$ cat config.mk
export PLATFORM = sky130hd
export DESIGN_NAME = lcd_text_refresh
export DESIGN_NICKNAME = d
export VERILOG_FILES = /design/src/rtl/lcd_text_refresh.sv
export SDC_FILE = /design/constraint.sdc
export NUM_CORES = 1
export LEC_CHECK = 0
export ABC_AREA = 1
export BUFFER_PORTS_ARGS = -buffer_cell sky130_fd_sc_hd__buf_4
export CAP_MARGIN = 5
export CORE_MARGIN = 8
export CORE_UTILIZATION = 33
export DETAILED_ROUTE_END_ITERATION = 10
export HOLD_SLACK_MARGIN = 0.08
export SYNTH_ARGS = -nofsm -noshare
export SYNTH_HDL_FRONTEND = slang
export SYNTH_SLANG_ARGS = --single-unit
$ cat constraint.sdc
create_clock -name clk -period 1.85 [get_ports clk]
set_input_delay 0.37 -clock clk [delete_from_list [all_inputs] [get_ports clk]]
set_output_delay 0.37 -clock clk [all_outputs]
set_load 0.01 [all_outputs]
$ cat src/rtl/lcd_text_refresh.sv
// LCD text refresh engine: shadow character buffer with per-line dirty flags,
// streamed to an HD44780-style transaction layer as address-set + data writes.
module lcd_text_refresh #(
  parameter int LINE_LEN  = 16,
  parameter int NUM_LINES = 2,
  parameter int CW = (LINE_LEN > 1) ? $clog2(LINE_LEN) : 1,
  parameter int LW = (NUM_LINES > 1) ? $clog2(NUM_LINES) : 1
) (
  input  logic                 clk,
  input  logic                 reset,
  input  logic                 buf_we,
  input  logic [LW-1:0]        buf_line,
  input  logic [CW-1:0]        buf_col,
  input  logic [7:0]           buf_char,
  input  logic                 refresh_req,
  input  logic                 dirty_only,
  input  logic                 lcd_ready,
  output logic                 do_set_dd_ram_addr,
  output logic [6:0]           dd_ram_addr,
  input  logic                 set_dd_ram_addr_done,
  output logic                 do_write_data,
  output logic [7:0]           data_to_write,
  input  logic                 send_data_done,
  output logic                 busy,
  output logic                 refresh_done,
  output logic [NUM_LINES-1:0] dirty
);

  localparam int NCH = NUM_LINES * LINE_LEN;
  localparam int IW  = (NCH > 1) ? $clog2(NCH) : 1;

  typedef enum logic [2:0] {
    IDLE,
    SET_ADDR,
    WRITE_CHAR,
    NEXT_LINE,
    DONE
  } state_t;

  state_t               state_q, state_d;
  logic [LW-1:0]        line_q, line_d;
  logic [CW-1:0]        col_q, col_d;
  logic [NUM_LINES-1:0] sel_q, sel_d;
  logic [NUM_LINES-1:0] dirty_q, dirty_d;
  logic                 pend_q, pend_d;
  logic [7:0]           buf_q [NCH];

  logic                 we_ok;
  logic [IW-1:0]        we_idx;
  logic [IW-1:0]        rd_idx;
  logic                 start;
  logic                 clr;
  logic [NUM_LINES-1:0] start_mask;
  logic                 first_ok, nxt_ok;
  logic [LW-1:0]        first_ln, nxt_ln;

  function automatic logic [6:0] base_addr(input logic [LW-1:0] l);
    logic [6:0] a;
    case (int'(l))
      0:       a = 7'h00;
      1:       a = 7'h40;
      2:       a = 7'h14;
      default: a = 7'h54;
    endcase
    return a;
  endfunction

  // Write qualification and flat buffer indices
  always_comb begin
    we_ok  = buf_we && (int'(buf_line) < NUM_LINES)
                    && (int'(buf_col) < LINE_LEN);
    we_idx = IW'(int'(buf_line) * LINE_LEN + int'(buf_col));
    rd_idx = IW'(int'(line_q) * LINE_LEN + int'(col_q));
  end

  assign start      = (state_q == IDLE) && lcd_ready
                      && (pend_q || refresh_req);
  assign start_mask = dirty_only ? dirty_q : '1;

  // Lowest selected line at start, and next selected line above line_q
  always_comb begin
    first_ok = 1'b0;
    first_ln = '0;
    nxt_ok   = 1'b0;
    nxt_ln   = '0;
    for (int i = NUM_LINES - 1; i >= 0; i--) begin
      if (start_mask[i]) begin
        first_ok = 1'b1;
        first_ln = LW'(i);
      end
      if (sel_q[i] && (i > int'(line_q))) begin
        nxt_ok = 1'b1;
        nxt_ln = LW'(i);
      end
    end
  end

  // Refresh sequencer next-state
  always_comb begin
    state_d = state_q;
    line_d  = line_q;
    col_d   = col_q;
    sel_d   = sel_q;
    clr     = 1'b0;
    unique case (state_q)
      IDLE: begin
        if (start) begin
          sel_d = start_mask;
          if (first_ok) begin
            line_d  = first_ln;
            clr     = 1'b1;
            state_d = SET_ADDR;
          end else begin
            state_d = DONE;
          end
        end
      end
      SET_ADDR: begin
        if (set_dd_ram_addr_done) begin
          col_d   = '0;
          state_d = WRITE_CHAR;
        end
      end
      WRITE_CHAR: begin
        if (send_data_done) begin
          if (int'(col_q) == LINE_LEN - 1) begin
            state_d = NEXT_LINE;
          end else begin
            col_d = col_q + CW'(1);
          end
        end
      end
      NEXT_LINE: begin
        if (nxt_ok) begin
          line_d  = nxt_ln;
          clr     = 1'b1;
          state_d = SET_ADDR;
        end else begin
          state_d = DONE;
        end
      end
      DONE: state_d = IDLE;
      default: state_d = IDLE;
    endcase
  end

  // Dirty flags: a new write wins over the clear on SET_ADDR entry
  always_comb begin
    dirty_d = dirty_q;
    if (clr) begin
      dirty_d[line_d] = 1'b0;
    end
    if (we_ok) begin
      dirty_d[buf_line] = 1'b1;
    end
  end

  // Requests merge into one pending flag until a refresh starts
  always_comb begin
    pend_d = pend_q;
    if (refresh_req) begin
      pend_d = 1'b1;
    end
    if (start) begin
      pend_d = 1'b0;
    end
  end

  // Control state registers
  always_ff @(posedge clk or negedge reset) begin
    if (!reset) begin
      state_q <= IDLE;
      line_q  <= '0;
      col_q   <= '0;
      sel_q   <= '0;
      dirty_q <= '1;
      pend_q  <= 1'b0;
    end else begin
      state_q <= state_d;
      line_q  <= line_d;
      col_q   <= col_d;
      sel_q   <= sel_d;
      dirty_q <= dirty_d;
      pend_q  <= pend_d;
    end
  end

  // Shadow character buffer, cleared to spaces
  always_ff @(posedge clk or negedge reset) begin
    if (!reset) begin
      for (int i = 0; i < NCH; i++) begin
        buf_q[i] <= 8'h20;
      end
    end else if (we_ok) begin
      buf_q[we_idx] <= buf_char;
    end
  end

  assign do_set_dd_ram_addr = (state_q == SET_ADDR);
  assign do_write_data      = (state_q == WRITE_CHAR);
  assign dd_ram_addr   = do_set_dd_ram_addr ? base_addr(line_q) : 7'h00;
  assign data_to_write = do_write_data ? buf_q[rd_idx] : 8'h00;
  assign busy          = (state_q != IDLE);
  assign refresh_done  = (state_q == DONE);
  assign dirty         = dirty_q;

endmodule

-- Yosys cells after proc, flatten, opt, wreduce, memory -nomap -nowiden
Cells that the tools add are included.
- $lt $le $gt $ge: 8
- reductions and logical operators: 14
- bitwise gates (word level): 6
- add/subtract/negate cells: 3
- eq/ne operators: 10
- multiplexer cells: 41
- operators with widths (operator ; count):
    $bwmux W256 ; 1
    $bmux W8 S5 ; 1
    $demux W8 S5 ; 1
    $mux W8 ; 4
    $mux W3 ; 6
    $mux W1 ; 14
    $pmux W7 S2 ; 1
    $ge A6 B6 Y1 const B ; 2
    $mux W4 ; 3
    $not A5 Y6 ; 2
    $pmux W3 S4 ; 1
    $add A5 B4 Y5 ; 2
    $pmux W4 S2 ; 1
    $reduce_and A4 Y1 ; 2
    $mux W7 ; 1
    $eq A3 B2 Y1 const B ; 2
    $logic_and A1 B1 Y1 ; 6
    $lt A6 B1 Y1 const B ; 1
    $mux W2 ; 3
    $ne A2 B1 Y1 const B ; 3
    $add A4 B1 Y4 const B ; 1
    $eq A4 B1 Y1 const B ; 1
    $lt A1 B2 Y1 const B ; 2
    $ne A2 B2 Y1 const B ; 2
    15 further kinds ; 19
- bits in registers: 269
- output and inout port bits: 21
- logic and storage cells: 120
- input port bits: 21

-- Depth between registers and ports, before layout
Gate-level depths: netlist of the first run.
- word-level depth: 15
- depth in mapped cells: 11
- gate-level depth less buffers: 9

-- Worst setup path before layout of the first run
Ideal clock, no wire load.
- path kind: register to output
- start: reg col_q[0]
- end: out data_to_write[3]
- arrival time: 1.505 ns
- path slack: -0.025 ns
- data required time: 1.480 ns
- buffers on the path: 3
- stages on the path, launching flop included: 11
- cells stage by stage: dfrtp_1 buf_4 inv_2 buf_2 buf_2 nand2_1 nand3_1 nand3_1 nand3_1 nand3_1 a21oi_1
- word-level cells in the longest chain between the ends: 6
- RTL lines (item ; line ; RTL):
    start, declared ; 42 ; logic [CW-1:0] col_q, col_d;
    start signal, assigned ; 181 ; col_q <= col_d;
    $add A5 B4 Y5 ; 73 ; rd_idx = IW'(int'(line_q) * LINE_LEN + int'(col_q));
    $not A5 Y6 (not written as such) ; 202 ; assign data_to_write = do_write_data ? buf_q[rd_idx] : 8'h00;
    $bmux W8 S5 ; 202 ;
    $mux W8 (not written as such) (2 in a row) ; 202 ;
    $mux W8 ; 202 ;
    end, declared ; 22 ; output logic [7:0] data_to_write,
No other way between the ends. The select of a mux whose other input is x is not followed.

-- Worst setup path in the final report of the first run
- start: reg col_q[0]
- end: out data_to_write[5]
The elaborated chain is that of the path after synthesis.

==> run metrics, run 1 <==
Req. time, crit path 1.48 ns; Pint 0.0142 W; Final ANT Viol Nets 0; Register-to-Register Path Depth 10; initial antenna violation count 0; LEAKAGE 7.45 nW; Syn Std Cell Area 12500 um2; commonest cells after routing, fill and taps aside nand2_1 (591), o21ai_0 (240), dfrtp_1 (231), buf_4 (109), nand3_1 (93); share of cells above drive strength 1 22.0%; wirelength, routed 41900 um; H-tree Lvls 1; Setup violations, final 13; fin. max-slew vios 0; CTS tree built; IO Count 42; gp weighted congestion 0.893; Design Area, Final 16300 um2; DRC Markers 0; Worst-path clk slew 0.06 ns; min-delay src refresh_req; DP HPWL 25700 um; Crit Path Max Fanout 8; clk root buf clkbuf_16; Synth cell types 27; Max stage delay on crit path 0.50 ns; DR WL/cell 18.8 um; critical path cell sequence buf_8 -> clkinv_8 -> buf_12 -> buf_8 -> nand2_1 -> nand3_2 -> nand3_2 -> nand3_2 -> nand3_4 -> a21oi_2 -> buf_4; Antenna Cells 0; # clock sinks 268; area leader, netlist dfrtp_1; synth warn 0; Max-cap violations 0; Tmin final 2.75 ns; Met1 Wirelength 18600 um; Hold Crit Class in2reg; Data arrival, critical path 2.38 ns; dominant cells by area after synthesis dfrtp_1 (47%), nand2_1 (18%), o21ai_0 (10%); total grt overflow 0; switching share of total power 35.3%; critical path class reg2out; DRT iter0 DRCs 1072; reg-to-reg startpoint col_q[0]; status complete, but fails checks; die boundary height 211 um; Post-Synthesis Cells 1585; Met2 Wirelength 18900 um; Worst Tran Pin Value 0.569 ns; Vias/cell 5.10; Clock Skew 0.00353 ns; Crit-path slowest cell dfrtp_4; total track usage 17.9%; area post-placement 13900 um2; initial core utilization 33.4%; Layout area overhead 30.2%; Clk network pwr share 29.2%; top layer used by detailed routing met4; first-pass GRT wire length 63100 um; DR vias 11400; Place WS -0.480 ns; Final period util 148%; final setup margin -0.896 ns; Setup Total Neg Slack -6.96 ns; post-synthesis sequential area ratio 53.9%; sequential share of power 35.8%; maximum clock rate 364 MHz; final hold violations 0; r2r setup slk -0.04 ns; Die Area 44400 um2; Mapped Avg Cell Area 7.89 um2; clk_lat worst skew 0.55 ns; total CTS buffers 30; met3 wire len 2780 um; Die Width 211 um; commonest non-fill, non-tap cell in the layout nand2_1; Final #Nets 1713; largest net degree at the start of global routing 69; share of the synthesized area in the top cell type 46.8%; startpoint class of the critical path flop; Slew Limit Headroom 62.1%; input/output buffers 35; hold path cells 5; Combinational Power Share 34.9%; vias in the first global route 10900; worst vdd ir 0.000846 V; Hold EP pend_q; flops & latches, synth 268; Placement Rows 71; power per cell area 1350 nW/um2; CP Capture Type output pin; RSZ-0062 raised after global routing true; worst r2r dst state_q[1]; first drt pass iteration count 7; NetSw 0.00775 W; core area 37500 um2; failing checks negative setup slack; Most Frequent Cell on Critical Path nand3_2; Clock Tree Buf Depth 3
layout make-up:
cell class              instances  area [um2]
inverters                      50         216
fillers                      3721       21200
clock inverters                18         245
repair buffers                179        1990
repair inverters                2        16.3
multi-input cells            1160        5600
flip-flops and latches        268        6760
clock buffers                  38         831
well taps                     511         639
worst max-delay path by stage:
stage / endpoint / start / slack [ns]
floorplan: data_to_write[3] / col_q[0] / 0.01
global placement: data_to_write[5] / col_q[0] / -0.51
detailed placement: data_to_write[7] / col_q[0] / -0.48
CTS: data_to_write[7] / col_q[0] / -0.81
global route: data_to_write[5] / col_q[0] / -0.91
finish: data_to_write[5] / col_q[0] / -0.90
critical path: cells and delay by family (launching register included):
kind	cells	cell delay, ns
buf+inv	5	0.64
simple gates	5	0.49
flops	1	0.50
compound gates	1	0.17
flip-flops by register name, summed over array words and instances, names as in the netlist:
| register | count |
|---|---|
| buf_q | 256 |
| col_q | 4 |
| state_q | 3 |
| line_q | 1 |
| sel_q | 1 |
| pend_q | 1 |
| dirty | 2 |
cell usage after synthesis, drive strengths merged:
cell and n:
xor2 1, nor3 13, conb 1, dfstp 34
inv 50, dfrtp 234, nand2 608, ha 1
nand3 148, o21ai 253, nand3b 1, a31oi 1
o21a 2, nand4 1, a21oi 70, buf 42
nor2 53, or2 1, nor4 1, clkbuf 70
power groups by stage:
| stage | logic [W] | clock network [W] | registers [W] |
|---|---|---|---|
| floorplan | 0.00341 | 0 | 0.00771 |
| global placement | 0.00562 | 0 | 0.00789 |
| detailed placement | 0.00569 | 0 | 0.00792 |
| CTS | 0.00640 | 0.00649 | 0.00787 |
| global route | 0.00830 | 0.00671 | 0.00801 |
| finish | 0.00767 | 0.00642 | 0.00786 |
routing by layer:
layer | vias up | GRT usage [%]
li1 | 5365 | -
met1 | 5492 | 24.4
met2 | 408 | 28.3
met3 | 95 | 2.98
met4 | 0 | 6.78
met5 | - | 0
repair_timing:
| item | in CTS | in global routing |
|---|---|---|
| endpoints found under the setup margin | 17 | 21 |
| hold buffers | 12 | 0 |
| cloned | 3 | 12 |
| pin swaps | 11 | 34 |
| hold endpoints to repair | 256 | 0 |
| gates resized for setup | 69 | 92 |
| setup buffers | 12 | 14 |
metrics by stage:
step | total power (W) | hold WS, ns | utilization, % | cells
after detailed placement | 0.0136 | 0.257 | 37.1 | 2117
after CTS | 0.0208 | 0.110 | 41.4 | 2200
after global routing | 0.0230 | 0.178 | 43.5 | 2226
after floorplan | 0.0111 | 0.0744 | - | 1590
final | 0.0219 | 0.121 | 43.5 | 2226
after global placement | 0.0135 | 0.258 | 37.1 | 2117
cell families after synthesis:
kind of cell             Yosys count  synth area share (%)
XOR/XNOR                           1                0.0700
AO/OA/AOI/OAI                    326                  13.1
adder cells (fa/ha/maj)            1                 0.100
buffers and inverters            162                  5.62
AND/OR/NAND/NOR                  826                  27.2
flip-flops                       268                  53.9
other                              1                0.0300
No activity file was read; power rests on OpenSTA's default activity.
==> run 2, diff against run 1 <==
SKIP_CTS_REPAIR_TIMING = 1   (was default)
==> run 2 against run 1 <==
Effect of this change:
- the run still ends with negative setup slack left
- largest cell class unchanged
- non-clock buffer count down 15
- die area is the same
- flip-flop and latch count is the same
- cell count fell by 0.72%
- clock skew increased by 0.0027 ns
- total power fell by 1.1%
- wire length is 1.3% lower
- design area is 0.75% lower
- register-to-register slack worse by 0.12 ns
==> run metrics, run 2 (same netlist as run 1, synthesis figures left out) <==
Clk network pwr share 29.5% (+0.3 points); Antenna Cells 0 (unchanged); largest registers buf_q (256), col_q (4), state_q (3); largest net degree at the start of global routing 69 (unchanged); wirelength, routed 41300 um (-1.3%); first-pass GRT wire length 61800 um (-2.1%); Clock Skew 0.00622 ns (+0.00269 ns); DR WL/cell 18.7 um (-0.58%); total CTS buffers 30 (unchanged); Final #Nets 1697 (-0.93%); final setup margin -0.899 ns (-0.00336 ns); LEAKAGE 7.38 nW (-0.95%); Vias/cell 5.08 (-0.37%); clk root buf clkbuf_16; RSZ-0062 raised after global routing true; Hold Crit Class in2reg; post-layout total power 0.0217 W (-1.1%); failing checks negative setup slack; initial core utilization 33.4% (unchanged); sequential share of power 36.5% (+0.7 points); fin. max-slew vios 0 (unchanged); vias in the first global route 10600 (-2.5%); Final period util 149% (+0.18 points); Crit Path Max Fanout 8 (unchanged); NetSw 0.00767 W (-1.1%); core area 37500 um2 (unchanged); critical path class reg2out; DRC Markers 0 (unchanged); Max-cap violations 0 (unchanged); Worst-path clk slew 0.06 ns (about the same); commonest cells after routing, fill and taps aside nand2_1 (589), o21ai_0 (241), dfrtp_1 (231), buf_4 (103), nand3_1 (82); CTS tree built; Final ANT Viol Nets 0 (unchanged); Slew Limit Headroom 62.1% (about the same); max FFs per register 256 (unchanged); area post-placement 13900 um2 (unchanged); Clock Tree Buf Depth 3 (unchanged); reg-to-reg startpoint col_q[0]; Data arrival, critical path 2.38 ns (about the same); status complete, but fails checks; # clock sinks 268 (unchanged); Biggest register buf_q; Die Width 211 um (unchanged); IO Count 42 (unchanged); startpoint class of the critical path flop; share of cells above drive strength 1 21.8% (-0.15 points); Setup Total Neg Slack -7.42 ns (-0.454 ns); DP HPWL 25700 um (unchanged); Pint 0.0140 W (-1.1%); worst vdd ir 0.000815 V (-3.7%); Layout area overhead 29.2%; CP Capture Type output pin; initial antenna violation count 0 (unchanged); maximum clock rate 364 MHz (-0.12%); Place WS -0.480 ns (unchanged); clk_lat worst skew 0.55 ns (about the same); switching share of total power 35.3% (about the same); DRT iter0 DRCs 995 (-7.2%); Layout Cells excl Fill 2210 (-0.72%); commonest non-fill, non-tap cell in the layout nand2_1; total grt overflow 0 (unchanged); Placement Rows 71 (unchanged); input/output buffers 35 (unchanged); power per cell area 1340 nW/um2 (-0.38%); H-tree Lvls 1 (unchanged); die boundary height 211 um (unchanged); total track usage 17.5% (-0.42 points); Combinational Power Share 34.0% (-0.9 points); Worst Tran Pin Value 0.568 ns (-0.000708 ns); Design Area, Final 16200 um2 (-0.75%); Setup violations, final 18 (+5); first drt pass iteration count 5 (-2); Critical Path Start col_q[0]; cell count after placement 2117 (unchanged); Tmin final 2.75 ns (+0.00336 ns); min-delay src buf_char[2]; DR vias 11200 (-1.1%); Die Area 44400 um2 (unchanged); Req. time, crit path 1.48 ns (about the same); final hold violations 0 (unchanged); gp weighted congestion 0.893 (unchanged)
==> run 2: cell count changes in the layout (fill, tap and decap cells not counted), moves of 3 or more <==
cell / change
a21oi_2: -3
buf_4: -6
nand3_1: -11
nand3_2: +9
buf_6: -7
a21oi_1: +3
==> run 2: critical path, stage by stage, from the launching register on <==
cell and delay (ns):
dfrtp_4 0.60, clkinv_8 0.13, buf_12 0.14, buf_8 0.13, nand2_1 0.06, nand3_1 0.08
nand3_2 0.13, nand3_2 0.12, nand3_4 0.09, a21oi_2 0.18, buf_4 0.14
==> run 2: area by class of cell <==
type | instances | area [um2]
clock buffer | 38 | 831
clock inverter | 18 | 245
fill | 3732 | 21300
inverter | 50 | 216
multi-input combinational | 1160 | 5640
sequential | 268 | 6760
tap | 511 | 639
timing repair buffer | 164 | 1830
timing repair inverter | 1 | 8.76
==> run 2: power groups by stage <==
stage | Clock [W] | Combinational (W) | Sequential (W)
final | 0.00641 | 0.00738 | 0.00791
after detailed placement | 0 | 0.00569 | 0.00792
after global routing | 0.00671 | 0.00802 | 0.00806
after global placement | 0 | 0.00562 | 0.00789
after CTS | 0.00649 | 0.00571 | 0.00783
after floorplan | 0 | 0.00341 | 0.00771
==> run 2: per-stage QoR <==
step	hold WS (ns)	util, %
2_1_floorplan	0.0744	-
3_3_place_gp	0.258	37.1
3_5_place_dp	0.257	37.1
4_1_cts	-0.344	39.9
5_1_grt	0.0846	43.1
6_report	0.0612	43.1
==> run 2: path summary, 6_finish.rpt <==
path	endpoint	slack (ns)	cells after the start
max	data_to_write[5]	-0.90	10
min	buf_q[10]	0.06	3
max reg2reg	col_q[0]	-0.16	9
min reg2reg	dirty[0]	0.48	2
max in group asynchronous	buf_q[85]	0.87	3
min in group asynchronous	buf_q[132]	0.27	2
==> run 2: layer usage <==
layer,part of all wire [%],vias to the layer above,wire length (um),global-route usage [%]
li1,-,5334,-,-
met1,46,5488,18800,24.1
met2,45,339,18800,27.7
met3,5.9,76,2420,2.61
met4,3.2,0,1330,6.39
met5,0,-,0,0
==> run 3, diff against run 2 <==
CORE_UTILIZATION = 35   (was 33)
==> run 3 against run 2 <==
Effect of this change:
- the flow still finishes with violations (negative setup slack)
- total power decreased by 0.69%
- setup slack better by 0.14 ns
- sequential power shrank 0.6%
- non-clock buffer count decreased by 7
- clock-buffer cell count increased by 3
- critical path depth decreased by 2
- flip-flop and latch count unchanged
- cell count down 2.6%
- worst hold slack improved by 0.018 ns
- critical endpoint unchanged
- largest cell class unchanged
==> run metrics, run 3 (same netlist as run 1, synthesis figures left out) <==
status complete, but fails checks; failing checks negative setup slack; Worst Tran Pin Value 0.568 ns (+0.000372 ns); critical path class reg2out; DRC Markers 0 (unchanged); commonest non-fill, non-tap cell in the layout nand2_1; H-tree Lvls 1 (unchanged); Die Area 42100 um2 (-5.3%); Tmin final 2.61 ns (-0.142 ns); Setup violations, final 11 (-7); gp weighted congestion 0.858 (-3.9%); sequential cell area 6750 um2 (about the same); clk_lat worst skew 0.56 ns (about the same); Max-cap violations 0 (unchanged); CTS tree built; LEAKAGE 7.35 nW (-0.31%); input/output buffers 35 (unchanged); r2r setup slk -0.03 ns (+0.13 ns); area occupied by multi-input gates 5640 um2 (about the same); startpoint class of the critical path flop; DRT iter0 DRCs 889 (-11%); Slew Limit Headroom 62.0% (-0.075 points); final core occ 45.3% (+2.1 points); # clock sinks 268 (unchanged); wirelength, routed 40100 um (-3.1%); power per cell area 1340 nW/um2 (+0.19%); Place WS -0.367 ns (+0.113 ns); Clock Skew 0.0168 ns (+0.0106 ns); critical path depth 8 (-2); Max stage delay on crit path 0.54 ns (-0.06 ns); vias in the first global route 10500 (-1.2%); DR vias 11000 (-1.8%); Die Width 205 um (-2.7%); largest net degree at the start of global routing 49 (-29%); initial core utilization 35.3% (+2.0 points); Final period util 141% (-7.7 points); Antenna Cells 0 (unchanged); Final #Nets 1689 (-0.47%); max FFs per register 256 (unchanged); post-layout total power 0.0216 W (-0.69%); core area 35400 um2 (-5.6%); Crit Path Max Fanout 18 (+10); DP HPWL 25100 um (-2.5%); Buf/Inv on CP 3 (-1); worst vdd ir 0.000952 V (+17%); Hold EP buf_q[8]; filler cell count 3476 (-6.9%); fin. max-slew vios 0 (unchanged); total track usage 18.1% (+0.57 points); Final ANT Viol Nets 0 (unchanged); final hold violations 0 (unchanged); critical path cell sequence clkbuf_16 -> buf_12 -> o21ai_2 -> nand2_1 -> nand3_2 -> nand3_4 -> a21oi_4 -> buf_6; critical path's top delay family flip-flops; worst r2r dst col_q[0]; die boundary height 205 um (-2.7%); Req. time, crit path 1.48 ns (about the same); min-delay src buf_char[0]; Worst-path clk slew 0.06 ns (about the same); hold path cells 3 (unchanged); final setup margin -0.758 ns (+0.142 ns); Hold Crit Class in2reg; DR WL/cell 18.6 um (-0.49%); maximum clock rate 383 MHz (+5.4%); first drt pass iteration count 8 (+3); commonest cells after routing, fill and taps aside nand2_1 (593), o21ai_0 (238), dfrtp_1 (232), buf_4 (97), nand3_1 (84); Biggest register buf_q; Clock Tree Buf Depth 3 (unchanged); Crit-path slowest cell dfrtp_4; Data arrival, critical path 2.24 ns (-0.14 ns); clk root buf clkbuf_16; initial antenna violation count 0 (unchanged); largest registers buf_q (256), col_q (4), state_q (3); total grt overflow 0 (unchanged); share of cells above drive strength 1 21.6% (-0.25 points); Register-to-Register Path Depth 9 (unchanged); first-pass GRT wire length 60500 um (-2.2%); Placement Rows 69 (-2.8%); Vias/cell 5.13 (+0.80%); RSZ-0062 raised after global routing true; total CTS buffers 30 (unchanged); CP Capture Type output pin; Layout area overhead 28.1%; Hold Slack 0.0797 ns (+0.0185 ns); IO Count 42 (unchanged); reg-to-reg startpoint col_q[0]
==> run 3: how the worst max path moves through the flow <==
stage	slack (ns)	from	endpoint
floorplan	0.01	col_q[0]	data_to_write[3]
global placement	-0.35	col_q[0]	data_to_write[7]
detailed placement	-0.37	col_q[0]	data_to_write[7]
CTS	-0.96	col_q[0]	data_to_write[7]
global route	-0.83	col_q[0]	data_to_write[5]
finish	-0.76	col_q[0]	data_to_write[5]
==> run 3: tightest hold or removal path: cells and delay by family <==
family,cells,cell delay [ns]
buf+inv,1,0.11
compound gates,1,0.06
simple gates,1,0.05
==> run 3: cell type report <==
class                           count  share of cell area (%)
Sequential cell                   268                    42.1
Multi-Input combinational cell   1160                    35.2
Timing Repair Buffer              157                    10.9
Clock buffer                       41                    5.51
Tap cell                          461                    3.60
Inverter                           50                    1.35
Clock inverter                     15                    1.28
==> run 3: layer usage <==
metal	up-vias	GRT usage [%]	wire (um)
met5	-	0	0
met4	0	5.95	1350
met3	69	2.51	2500
met2	343	28.7	18100
met1	5317	25.1	18100
li1	5301	-	-
==> run 3: power breakdown <==
part           switching, W  total [W]  internal [W]
clock               0.00242    0.00644       0.00402
sequential         0.000696    0.00786       0.00716
combinational       0.00433    0.00726       0.00293
total               0.00745     0.0216        0.0141
==> run 3: stage by stage <==
step,std cells,setup TNS [ns],instance area [um2]
after detailed placement,2062,-2.43,13800
after global routing,2152,-7.30,16000
after global placement,2062,-2.39,13800
after floorplan,1590,0,12600
after CTS,2118,-7.86,14900
final,2152,-6.00,16000
